**src/rtl/program_loader.sv**
```systemverilog
// Boot-time program loader: streams an image into memory while the CPU is held
// in halt, checksums it, and releases the CPU only when the sum matches.
module program_loader #(
  parameter int DATA_WIDTH    = 16,
  parameter int ADDRESS_WIDTH = 16,
  parameter int LENGTH_WIDTH  = 16
) (
  input  logic                     CLK,
  input  logic                     RESET,
  input  logic                     START,
  input  logic [ADDRESS_WIDTH-1:0] LOAD_BASE,
  input  logic [LENGTH_WIDTH-1:0]  LOAD_LENGTH,
  input  logic [DATA_WIDTH-1:0]    EXPECTED_SUM,
  input  logic                     IN_VALID,
  input  logic [DATA_WIDTH-1:0]    IN_DATA,
  output logic                     IN_READY,
  output logic                     HALT,
  output logic                     MEM_WE,
  output logic [ADDRESS_WIDTH-1:0] ADDRESS_BUS,
  output logic [DATA_WIDTH-1:0]    DATA_OUT,
  output logic                     DATA_OE,
  output logic                     DONE,
  output logic                     ERROR
);

  typedef enum logic [2:0] {IDLE, LOAD, CHECK, RUN, FAULT} state_t;

  state_t                   state;
  logic [ADDRESS_WIDTH-1:0] base;
  logic [LENGTH_WIDTH-1:0]  length;
  logic [LENGTH_WIDTH-1:0]  count;
  logic [DATA_WIDTH-1:0]    expected;
  logic [DATA_WIDTH-1:0]    sum;
  logic [LENGTH_WIDTH-1:0]  count_inc;
  logic                     accept;

  assign count_inc = count + LENGTH_WIDTH'(1);
  assign accept    = (state == LOAD) && IN_VALID && IN_READY;

  // Writes are registered: a word accepted on one edge drives the memory bus
  // for the whole following cycle, and the bus is released in every other cycle.
  always_ff @(posedge CLK or posedge RESET) begin
    if (RESET) begin
      state       <= IDLE;
      base        <= '0;
      length      <= '0;
      count       <= '0;
      expected    <= '0;
      sum         <= '0;
      IN_READY    <= 1'b0;
      HALT        <= 1'b1;
      MEM_WE      <= 1'b0;
      DATA_OE     <= 1'b0;
      ADDRESS_BUS <= '0;
      DATA_OUT    <= '0;
      DONE        <= 1'b0;
      ERROR       <= 1'b0;
    end else begin
      MEM_WE      <= 1'b0;
      DATA_OE     <= 1'b0;
      ADDRESS_BUS <= '0;
      DATA_OUT    <= '0;
      case (state)
        IDLE, RUN, FAULT: begin
          if (START) begin
            base     <= LOAD_BASE;
            length   <= LOAD_LENGTH;
            expected <= EXPECTED_SUM;
            count    <= '0;
            sum      <= '0;
            HALT     <= 1'b1;
            DONE     <= 1'b0;
            ERROR    <= 1'b0;
            if (LOAD_LENGTH == '0) begin
              state    <= CHECK;
              IN_READY <= 1'b0;
            end else begin
              state    <= LOAD;
              IN_READY <= 1'b1;
            end
          end
        end
        LOAD: begin
          if (accept) begin
            MEM_WE      <= 1'b1;
            DATA_OE     <= 1'b1;
            ADDRESS_BUS <= base + ADDRESS_WIDTH'(count);
            DATA_OUT    <= IN_DATA;
            count       <= count_inc;
            sum         <= sum + IN_DATA;
            if (count_inc == length) begin
              state    <= CHECK;
              IN_READY <= 1'b0;
            end
          end
        end
        CHECK: begin
          // The final write drains during this cycle; the sum is already complete.
          if (sum == expected) begin
            state <= RUN;
            HALT  <= 1'b0;
            DONE  <= 1'b1;
          end else begin
            state <= FAULT;
            ERROR <= 1'b1;
          end
        end
        default: begin
          state    <= IDLE;
          IN_READY <= 1'b0;
          HALT     <= 1'b1;
        end
      endcase
    end
  end

endmodule

```
**config.mk**
```make
export PLATFORM = sky130hd
export DESIGN_NAME = program_loader
export DESIGN_NICKNAME = d
export VERILOG_FILES = /design/src/rtl/program_loader.sv
export SDC_FILE = /design/constraint.sdc
export NUM_CORES = 1
export LEC_CHECK = 0
export ABC_CLOCK_PERIOD_IN_PS = 3600
export CAP_MARGIN = 40
export CORE_UTILIZATION = 49
export DETAILED_ROUTE_END_ITERATION = 8
export PLACE_DENSITY = 0.77
export RECOVER_POWER = 25
export SKIP_LAST_GASP = 1
export SYNTH_ARGS = -nofsm -noshare
export SYNTH_HDL_FRONTEND = slang
export SYNTH_SLANG_ARGS = --single-unit
```
**constraint.sdc**
```tcl
create_clock -name CLK -period 3.6 [get_ports CLK]
set_clock_uncertainty 0.05 [all_clocks]
set_input_delay 0.36 -clock CLK [delete_from_list [all_inputs] [get_ports CLK]]
set_output_delay 0.36 -clock CLK [all_outputs]
set_load 0.01 [all_outputs]
```
* After elaboration in Yosys (flattened, before gate mapping)
Index checks and enable logic that the tools add are counted.
** Operators by class
- Add/subtract/negate cells :: 3
- Multipliers :: 0
- Div/mod/pow operators :: 0
- Order comparisons :: 0
- Equality and inequality tests :: 11
- Shift operators :: 0
- Muxes and demuxes :: 30
- Bitwise operators :: 2
- Reductions and logical operators :: 14
** Operators with widths (count)
- $mux 16 :: 7
- $pmux 16 s2 :: 2
- $add 16x16->16 :: 2
- $eq 16x16->1 :: 2
- $add 16x1->16 const B :: 1
- $logic_not 16->1 :: 1
- $reduce_and 3->1 :: 5
- $mux 3 :: 4
- $mux 1 :: 11
- $pmux 3 s3 :: 1
- $ne 2x2->1 const B :: 4
- $eq 3x2->1 const B :: 2
- $pmux 1 s3 :: 2
- $pmux 1 s2 :: 2
- $reduce_and 4->1 :: 1
- $reduce_bool 2->1 :: 2
- $eq 3x1->1 const B :: 1
- $eq 3x3->1 const B :: 1
- $logic_not 3->1 :: 1
- $reduce_or 3->1 :: 1
- $logic_and 1x1->1 :: 2
- $mux 2 :: 1
- $ne 2x1->1 const B :: 1
- $not 1->1 :: 2
- $reduce_and 2->1 :: 1
** Word-level totals
- Register bits :: 120
- Latch bits :: 0
- Memory bits (writable) :: 0
- ROM bits :: 0
- Input bits :: 68
- Output and inout port bits :: 38
- Logic and storage cells :: 73
- Memories :: 0

* Depth between registers and ports, before layout
Gate-level depths: netlist of run 1.
- Depth in word-level cells :: 5
- Mapped depth :: 10
- Mapped depth without buffers :: 10

* Worst setup path after synthesis of run 1
No wires, ideal clock.
- Kind :: flip-flop to flip-flop
- Start point :: reg sum[0]
- End point :: reg sum[14]
- Arrival :: 2553 ps
- Path slack :: 862 ps
- Cell stages (with the launch flop) :: 11
- Period minus slack after synthesis :: 2738 ps
- Cells stage by stage :: dfrtp_1 ha_1 fa_1 a21o_1 a21oi_1 o21ai_0 o41ai_1 o211ai_1 a31oi_1 xor2_1 o21ai_0
** On the way
- Word-level cells in the longest chain between the ends :: 3
** RTL lines
- start: declaration :: line 33 : logic [DATA_WIDTH-1:0] sum;
- start signal: assignment :: line 90 : sum <= sum + IN_DATA;
- $add 16x16->16 :: line 90
- $mux 16 :: line 84 : if (accept) begin
- $pmux 16 s2 :: line 63 : case (state)
Every way passes these cells. The select of a mux whose other input is x is not followed.
A chain may end at the register's enable or synchronous reset.

* Worst setup path after layout of run 1
- Start point :: reg count[1]
- End point :: reg ADDRESS_BUS[13]
** On the way
- Word-level cells in the longest chain between the ends :: 3
** RTL lines
- start: declaration :: line 31 : logic [LENGTH_WIDTH-1:0] count;
- start signal: assignment :: line 89 : count <= count_inc;
- $add 16x16->16 :: line 87 : ADDRESS_BUS <= base + ADDRESS_WIDTH'(count);
- $mux 16 :: line 84
- $mux 16 :: line 63
- end signal: assignment :: line 87
- end: declaration :: line 19 : output logic [ADDRESS_WIDTH-1:0] ADDRESS_BUS,
Every way passes these cells.

==> impl_metrics.py, run 1 <==
metrics = {
    "grt": {
        "grt.overflow.total": 0,
        "grt_pass1_wl_mm": 24.4,
        "grt_max_degree": 72,
        "grt_usage": 0.226,
        "grt_pass1_vias": 5015,
        "antenna_found_initial": 0,
    },
    "synth": {
        "syn_area_um2": 6590,
        "synthCells": 634,
        "syn-num-nets": 735,
        "synth_edf_count": 0,
        "synthDistinctLibCells": 64,
        "ys_seq_area_frac": 0.456,
        "ys.flop_type": "dfrtp_1",
        "synth_seq_cells": 120,
        "async_flop_share": 1.00,
        "ys_warn_count": 0,
        "syn_area_per_cell_um2": 10.4,
    },
    "routing": {
        "dr.pass1.iters": 4,
        "via_count": 5084,
        "ant_nets": 0,
        "viasPerCell": 5.50,
        "drc_errors": 0,
        "drt-initial-drc-count": 248,
        "wire_per_inst_um": 15.9,
        "totalWireLength_mm": 14.7,
    },
    "sta": {
        "hold_viol_final": 0,
        "post-route-period-util": 0.861,
        "tightest_slew_ns": 2.04,
        "slew_violations": 51,
        "finalSetupTns_ns": 0,
        "finalSetupViolCount": 0,
        "slew_headroom": -0.369,
        "fmax_mhz": 323,
        "holdWs_ns": 0.452,
        "rsz0062_at_grt": "false",
        "period_minus_slack_ns": 3.10,
    },
    "floorplan": {
        "rows": 41,
        "design.die.area_um2": 13900,
        "die_x_um": 118,
        "top_level_ports": 106,
        "core-area_um2": 12900,
        "die_h_um": 118,
        "initial_core_util": 0.512,
    },
    "worst_setup_path": {
        "rr_worst_depth": 9,
        "critPathMaxFanout": 6,
        "critical_path.top_delay_family": "compound AO/OA/AOI/OAI gates",
        "cp-start-kind": "flip-flop",
        "crit_arrival_ns": 3.33,
        "max_stage_delay_ns": 0.66,
        "path_depth": 9,
        "cpMostUsedCell": "a21o_1",
        "worstPathRequired_ns": 3.83,
        "cpMaxStageDelayCell": "a2111oi_0",
        "path_buf_inv": 0,
        "crit_path_end_kind": "flip-flop",
        "crit_chain": "ha_1, a21o_1, a21o_1, a2111oi_0, nor3_1, o31ai_1, o21ai_0, xnor2_1, nor2_1",
        "crit_type": "reg2reg",
    },
    "final_layout": {
        "final_common_cell": "dfrtp_1",
        "layout-area-overhead-vs-synth_pct": 28.0,
        "nFillCells": 1013,
        "drive_above_1_share": 0.133,
        "nNetsFinal": 843,
        "mostFrequentLayoutCells": "dfrtp_1, clkdlybuf4s50_1, mux2_2",
        "fin_cells": 925,
        "n_antenna_cell": 0,
    },
    "power": {
        "max-vdd-ir-drop_v": 0.000484,
        "p_leak_nw": 3.64,
        "finalPower_w": 0.00587,
        "power_density_nw_per_um2": 696,
    },
    "clock_network": {
        "cts_max_level": 4,
        "hold_buffers": 0,
        "clkTransAtPathRegs_ns": 0.05,
        "cts.path.max_buffers": 2,
        "post_cts_buffers": 0,
        "cts_resized": 0,
        "clock_latency_ns": 0.42,
        "cts_tree": "built",
        "clock_sinks": 120,
        "cts-root-buf": "clkbuf_16",
        "cts_buffers": 17,
    },
    "placement": {
        "place_congestion": 0.891,
        "place_inst": 895,
        "io_buffers": 105,
        "hpwl_mm": 10.7,
    },
    "flow_run": {
        "cap_violations": 1,
    },
    "min_path": {
        "hold_class": "reg2reg",
        "whs_path_depth": 1,
    },
    "status": {
        "failed_checks": "max-capacitance violations, max-slew violations",
        "status": "finished, violations left",
    },
}
-- path summary, 6_finish.rpt --
| kind | slack [ns] | to | start |
|---|---|---|---|
| min in group asynchronous | 0.88 | base[0] | RESET |
| max in group asynchronous | 0.79 | state[0] | RESET |
| hold / removal | 0.45 | DONE | DONE |
| setup / recovery | 0.50 | ADDRESS_BUS[13] | count[1] |
| setup reg to reg | 0.50 | ADDRESS_BUS[13] | count[1] |
| hold reg to reg | 0.45 | DONE | DONE |
-- report_power, final --
part           switching, W  internal, W  total, W
clock              0.000544      0.00105   0.00159
combinational       0.00106      0.00110   0.00215
sequential         0.000347      0.00178   0.00212
total               0.00195      0.00392   0.00587
-- worst reg2reg max path, delay by kind of cell, from the launching register on --
kind,cells,cell delay (ns)
DFF,1,0.50
and+or+nand+nor,2,0.26
xor gates and xnor gates,1,0.17
adders and majority gates,1,0.29
AOI/OAI and AO/OA,5,1.70
-- cells in the mapped netlist (3+ instances only) --
| library cell | count | share of area |
|---|---|---|
| nor4_1 | 14 | 0.013 |
| nor3_1 | 20 | 0.015 |
| clkbuf_1 | 22 | 0.013 |
| nor2b_1 | 4 | 0.0038 |
| and3_1 | 3 | 0.0028 |
| o21a_1 | 5 | 0.0057 |
| nand2_1 | 42 | 0.024 |
| xnor2_1 | 24 | 0.032 |
| and2_1 | 21 | 0.020 |
| a211oi_1 | 3 | 0.0034 |
| nor2_1 | 46 | 0.026 |
| a21oi_1 | 27 | 0.021 |
| mux2_2 | 50 | 0.085 |
| inv_1 | 12 | 0.0068 |
| o21ai_1 | 3 | 0.0023 |
| a22o_1 | 3 | 0.0040 |
| o21ai_0 | 45 | 0.034 |
| nand4_1 | 4 | 0.0038 |
| or3_1 | 5 | 0.0047 |
| o31a_1 | 3 | 0.0040 |
| a31oi_1 | 12 | 0.011 |
| ha_1 | 31 | 0.059 |
| nand2b_1 | 5 | 0.0047 |
| nand3_1 | 13 | 0.0099 |
| dfrtp_1 | 119 | 0.45 |
| a21o_1 | 6 | 0.0068 |
| o31ai_1 | 9 | 0.010 |
| xor2_1 | 39 | 0.052 |
-- cell type report --
class | count | area (um2) | area share
clock buffer | 28 | 527 | 0.0625
sequential | 120 | 3000 | 0.356
timing repair buffer | 115 | 1150 | 0.136
multi-input combinational | 475 | 3450 | 0.410
inverter | 13 | 50.0 | 0.00594
tap | 172 | 215 | 0.0255
clock inverter | 2 | 35.0 | 0.00416
-- metal layers --
layer,track usage,share of wire,vias to the layer above
met5,0,0,-
met4,0.0978,0.025,0
met3,0.0770,0.060,30
met2,0.360,0.48,136
met1,0.277,0.44,2411
li1,-,-,2507
-- per-stage QoR --
step	worst slack (ns)	utilization	cell area, um2
after floorplan	0.00583	-	6590
after global placement	0.440	0.610	7850
after detailed placement	0.399	0.612	7880
after CTS	0.476	0.656	8440
after global routing	0.238	0.655	8430
final	0.502	0.655	8430
-- registers in the layout (all words and copies together), names as in the netlist --
name,count
base,16
expected,16
ERROR,1
DATA_OE,1
count,16
state,3
DATA_OUT,16
HALT,1
ADDRESS_BUS,16
length,16
DONE,1
IN_READY,1
sum,16
-- cells by family (layout without fill, tap and decap cells) --
| group | after synthesis | in the layout | share of synthesized area |
|---|---|---|---|
| muxes | 51 | 51 | 0.0870 |
| and+or+nand+nor | 189 | 189 | 0.147 |
| xor gates and xnor gates | 63 | 63 | 0.0838 |
| adders and majority gates | 33 | 33 | 0.0650 |
| buffers and inverters | 39 | 158 | 0.0230 |
| DFF | 120 | 120 | 0.456 |
| AOI/OAI and AO/OA | 139 | 139 | 0.138 |
No activity file was read; power rests on OpenSTA's default activity.
==> run 2, diff against run 1 <==
--- a/config.mk
+++ b/config.mk
@@ -5,7 +5,7 @@
 export SDC_FILE = /design/constraint.sdc
 export NUM_CORES = 1
 export LEC_CHECK = 0
-export ABC_CLOCK_PERIOD_IN_PS = 3600
+export ABC_CLOCK_PERIOD_IN_PS = 2760
 export CAP_MARGIN = 40
 export CORE_UTILIZATION = 49
 export DETAILED_ROUTE_END_ITERATION = 8
==> constraint.sdc (replaced) <==
create_clock -name CLK -period 2.76 [get_ports CLK]
set_clock_uncertainty 0.05 [all_clocks]
set_input_delay 0.276 -clock CLK [delete_from_list [all_inputs] [get_ports CLK]]
set_output_delay 0.276 -clock CLK [all_outputs]
set_load 0.01 [all_outputs]
==> impl_metrics.py, run 2 (same netlist as run 1, synthesis figures left out) <==
metrics = {
    "routing": {
        "viasPerCell": 5.59,
        "ant_nets": 0,
        "drt-initial-drc-count": 272,
        "wire_per_inst_um": 16.5,
        "drc_errors": 0,
        "via_count": 5451,
        "dr.pass1.iters": 7,
        "totalWireLength_mm": 16.0,
    },
    "grt": {
        "grt_pass1_vias": 5412,
        "grt_max_degree": 42,
        "grt.overflow.total": 0,
        "grt_usage": 0.238,
        "grt_pass1_wl_mm": 26.1,
        "antenna_found_initial": 0,
    },
    "final_layout": {
        "nNetsFinal": 891,
        "n_antenna_cell": 0,
        "fin_cells": 975,
        "final_common_cell": "dfrtp_1",
        "layout-area-overhead-vs-synth_pct": 35.3,
        "mostFrequentLayoutCells": "dfrtp_1, clkdlybuf4s50_1, buf_4",
        "final_util": 0.692,
        "design_area_um2": 8910,
        "drive_above_1_share": 0.205,
    },
    "floorplan": {
        "top_level_ports": 106,
        "design.die.area_um2": 13900,
        "die_x_um": 118,
        "die_h_um": 118,
        "core-area_um2": 12900,
        "initial_core_util": 0.512,
        "rows": 41,
    },
    "worst_setup_path": {
        "max_stage_delay_ns": 0.44,
        "cpMaxStageDelayCell": "dfrtp_2",
        "worstPathRequired_ns": 3.07,
        "crit_path_end_kind": "flip-flop",
        "cp-start-kind": "flip-flop",
        "crit_chain": "nand4_4, or3_4, a2111oi_4, nand2_1, nor4_4, a41oi_4, o31ai_2, a221o_1",
        "crit_type": "reg2reg",
        "critPathMaxFanout": 6,
        "crit_arrival_ns": 3.01,
    },
    "placement": {
        "placed_area_um2": 8240,
        "io_buffers": 105,
        "hpwl_mm": 11.5,
        "dp_slack_ns": -0.311,
        "place_congestion": 0.918,
        "place_inst": 940,
    },
    "sta": {
        "post-route-period-util": 0.978,
        "hold_viol_final": 0,
        "slew_headroom": 0.137,
        "period_minus_slack_ns": 2.70,
        "fmax_mhz": 370,
        "slew_violations": 0,
        "holdWs_ns": 0.405,
        "tightest_slew_ns": 1.29,
        "rsz0062_at_grt": "true",
        "setup_slack_ns": 0.0597,
        "finalSetupViolCount": 0,
    },
    "power": {
        "max-vdd-ir-drop_v": 0.000601,
        "p_clk_frac": 0.268,
        "p_leak_nw": 3.89,
        "power_frac_seq": 0.345,
        "p_sw_w": 0.00271,
        "combPwrFrac": 0.386,
        "p_int_w": 0.00534,
        "power_density_nw_per_um2": 904,
        "switching_share": 0.337,
    },
    "clock_network": {
        "cts-root-buf": "clkbuf_16",
        "clock_sinks": 120,
        "cts_tree": "built",
        "clock_latency_ns": 0.42,
        "clkTransAtPathRegs_ns": 0.06,
        "cts_buffers": 17,
        "cts_max_level": 4,
        "cts.path.max_buffers": 2,
    },
    "min_path": {
        "hold_class": "in2reg",
    },
    "flow_run": {
        "cap_violations": 0,
    },
    "status": {
        "status": "complete, no violations",
    },
}
-- run 2: cell count changes in the layout (fill, tap and decap cells not counted), sizes merged --
cell	before	now
buf	9	56
bufinv	1	3
clkinv	2	7
clkinvlp	1	2
clkbuf	29	24
-- run 2: worst paths after layout --
kind	start	endpoint	slack (ns)	cells past startpoint
setup / recovery	count[1]	IN_READY	0.06	8
hold / removal	IN_DATA[4]	DATA_OUT[4]	0.41	2
setup reg to reg	count[1]	IN_READY	0.06	8
hold reg to reg	ERROR	ERROR	0.44	1
max in group asynchronous	RESET	expected[9]	0.54	3
min in group asynchronous	RESET	DATA_OUT[14]	0.54	2
-- run 2: routing by layer --
layer	up-vias	part of all wire	GRT usage
li1	2601	-	-
met1	2621	0.42	0.286
met2	194	0.49	0.392
met3	35	0.065	0.0756
met4	0	0.025	0.104
met5	-	0	0
-- run 2: timing repair --
action | 4_1_cts | 5_1_grt
gates resized for setup | 8 | 14
pin swaps | 3 | 12
endpoints found under the setup margin | 8 | 12
cloned | 0 | 0
buffers inserted | 0 | 3
hold buffers | 0 | 0
endpoints found under the hold margin | 0 | 0
-- run 2: through the flow --
| stage | TNS (ns) | power, W |
|---|---|---|
| floorplan | 0 | 0.00471 |
| global route | -0.148 | 0.00853 |
| finish | 0 | 0.00805 |
| CTS | 0 | 0.00798 |
| detailed placement | -1.78 | 0.00577 |
| global placement | -0.872 | 0.00562 |
-- run 2: layout make-up --
type | instances | area (um2)
clock inverters | 10 | 128
inverters | 13 | 50.0
multi-input cells | 475 | 3560
well taps | 172 | 215
fillers | 934 | 3960
flip-flops and latches | 120 | 3010
clock buffers | 22 | 444
repair buffers | 163 | 1510
-- run 2: critical path, delay by kind of cell, from the launching register on --
family / cells / cell delay, ns
AO/OA/AOI/OAI: 4 / 1.08
flip-flops: 1 / 0.44
AND/OR/NAND/NOR: 4 / 1.09
-- run 2: power by group through the flow --
stage	Sequential [W]	Clock [W]	Combinational, W
6_report	0.00278	0.00216	0.00311
3_5_place_dp	0.00279	0	0.00298
2_1_floorplan	0.00270	0	0.00201
5_1_grt	0.00285	0.00228	0.00341
3_3_place_gp	0.00276	0	0.00287
4_1_cts	0.00277	0.00219	0.00302
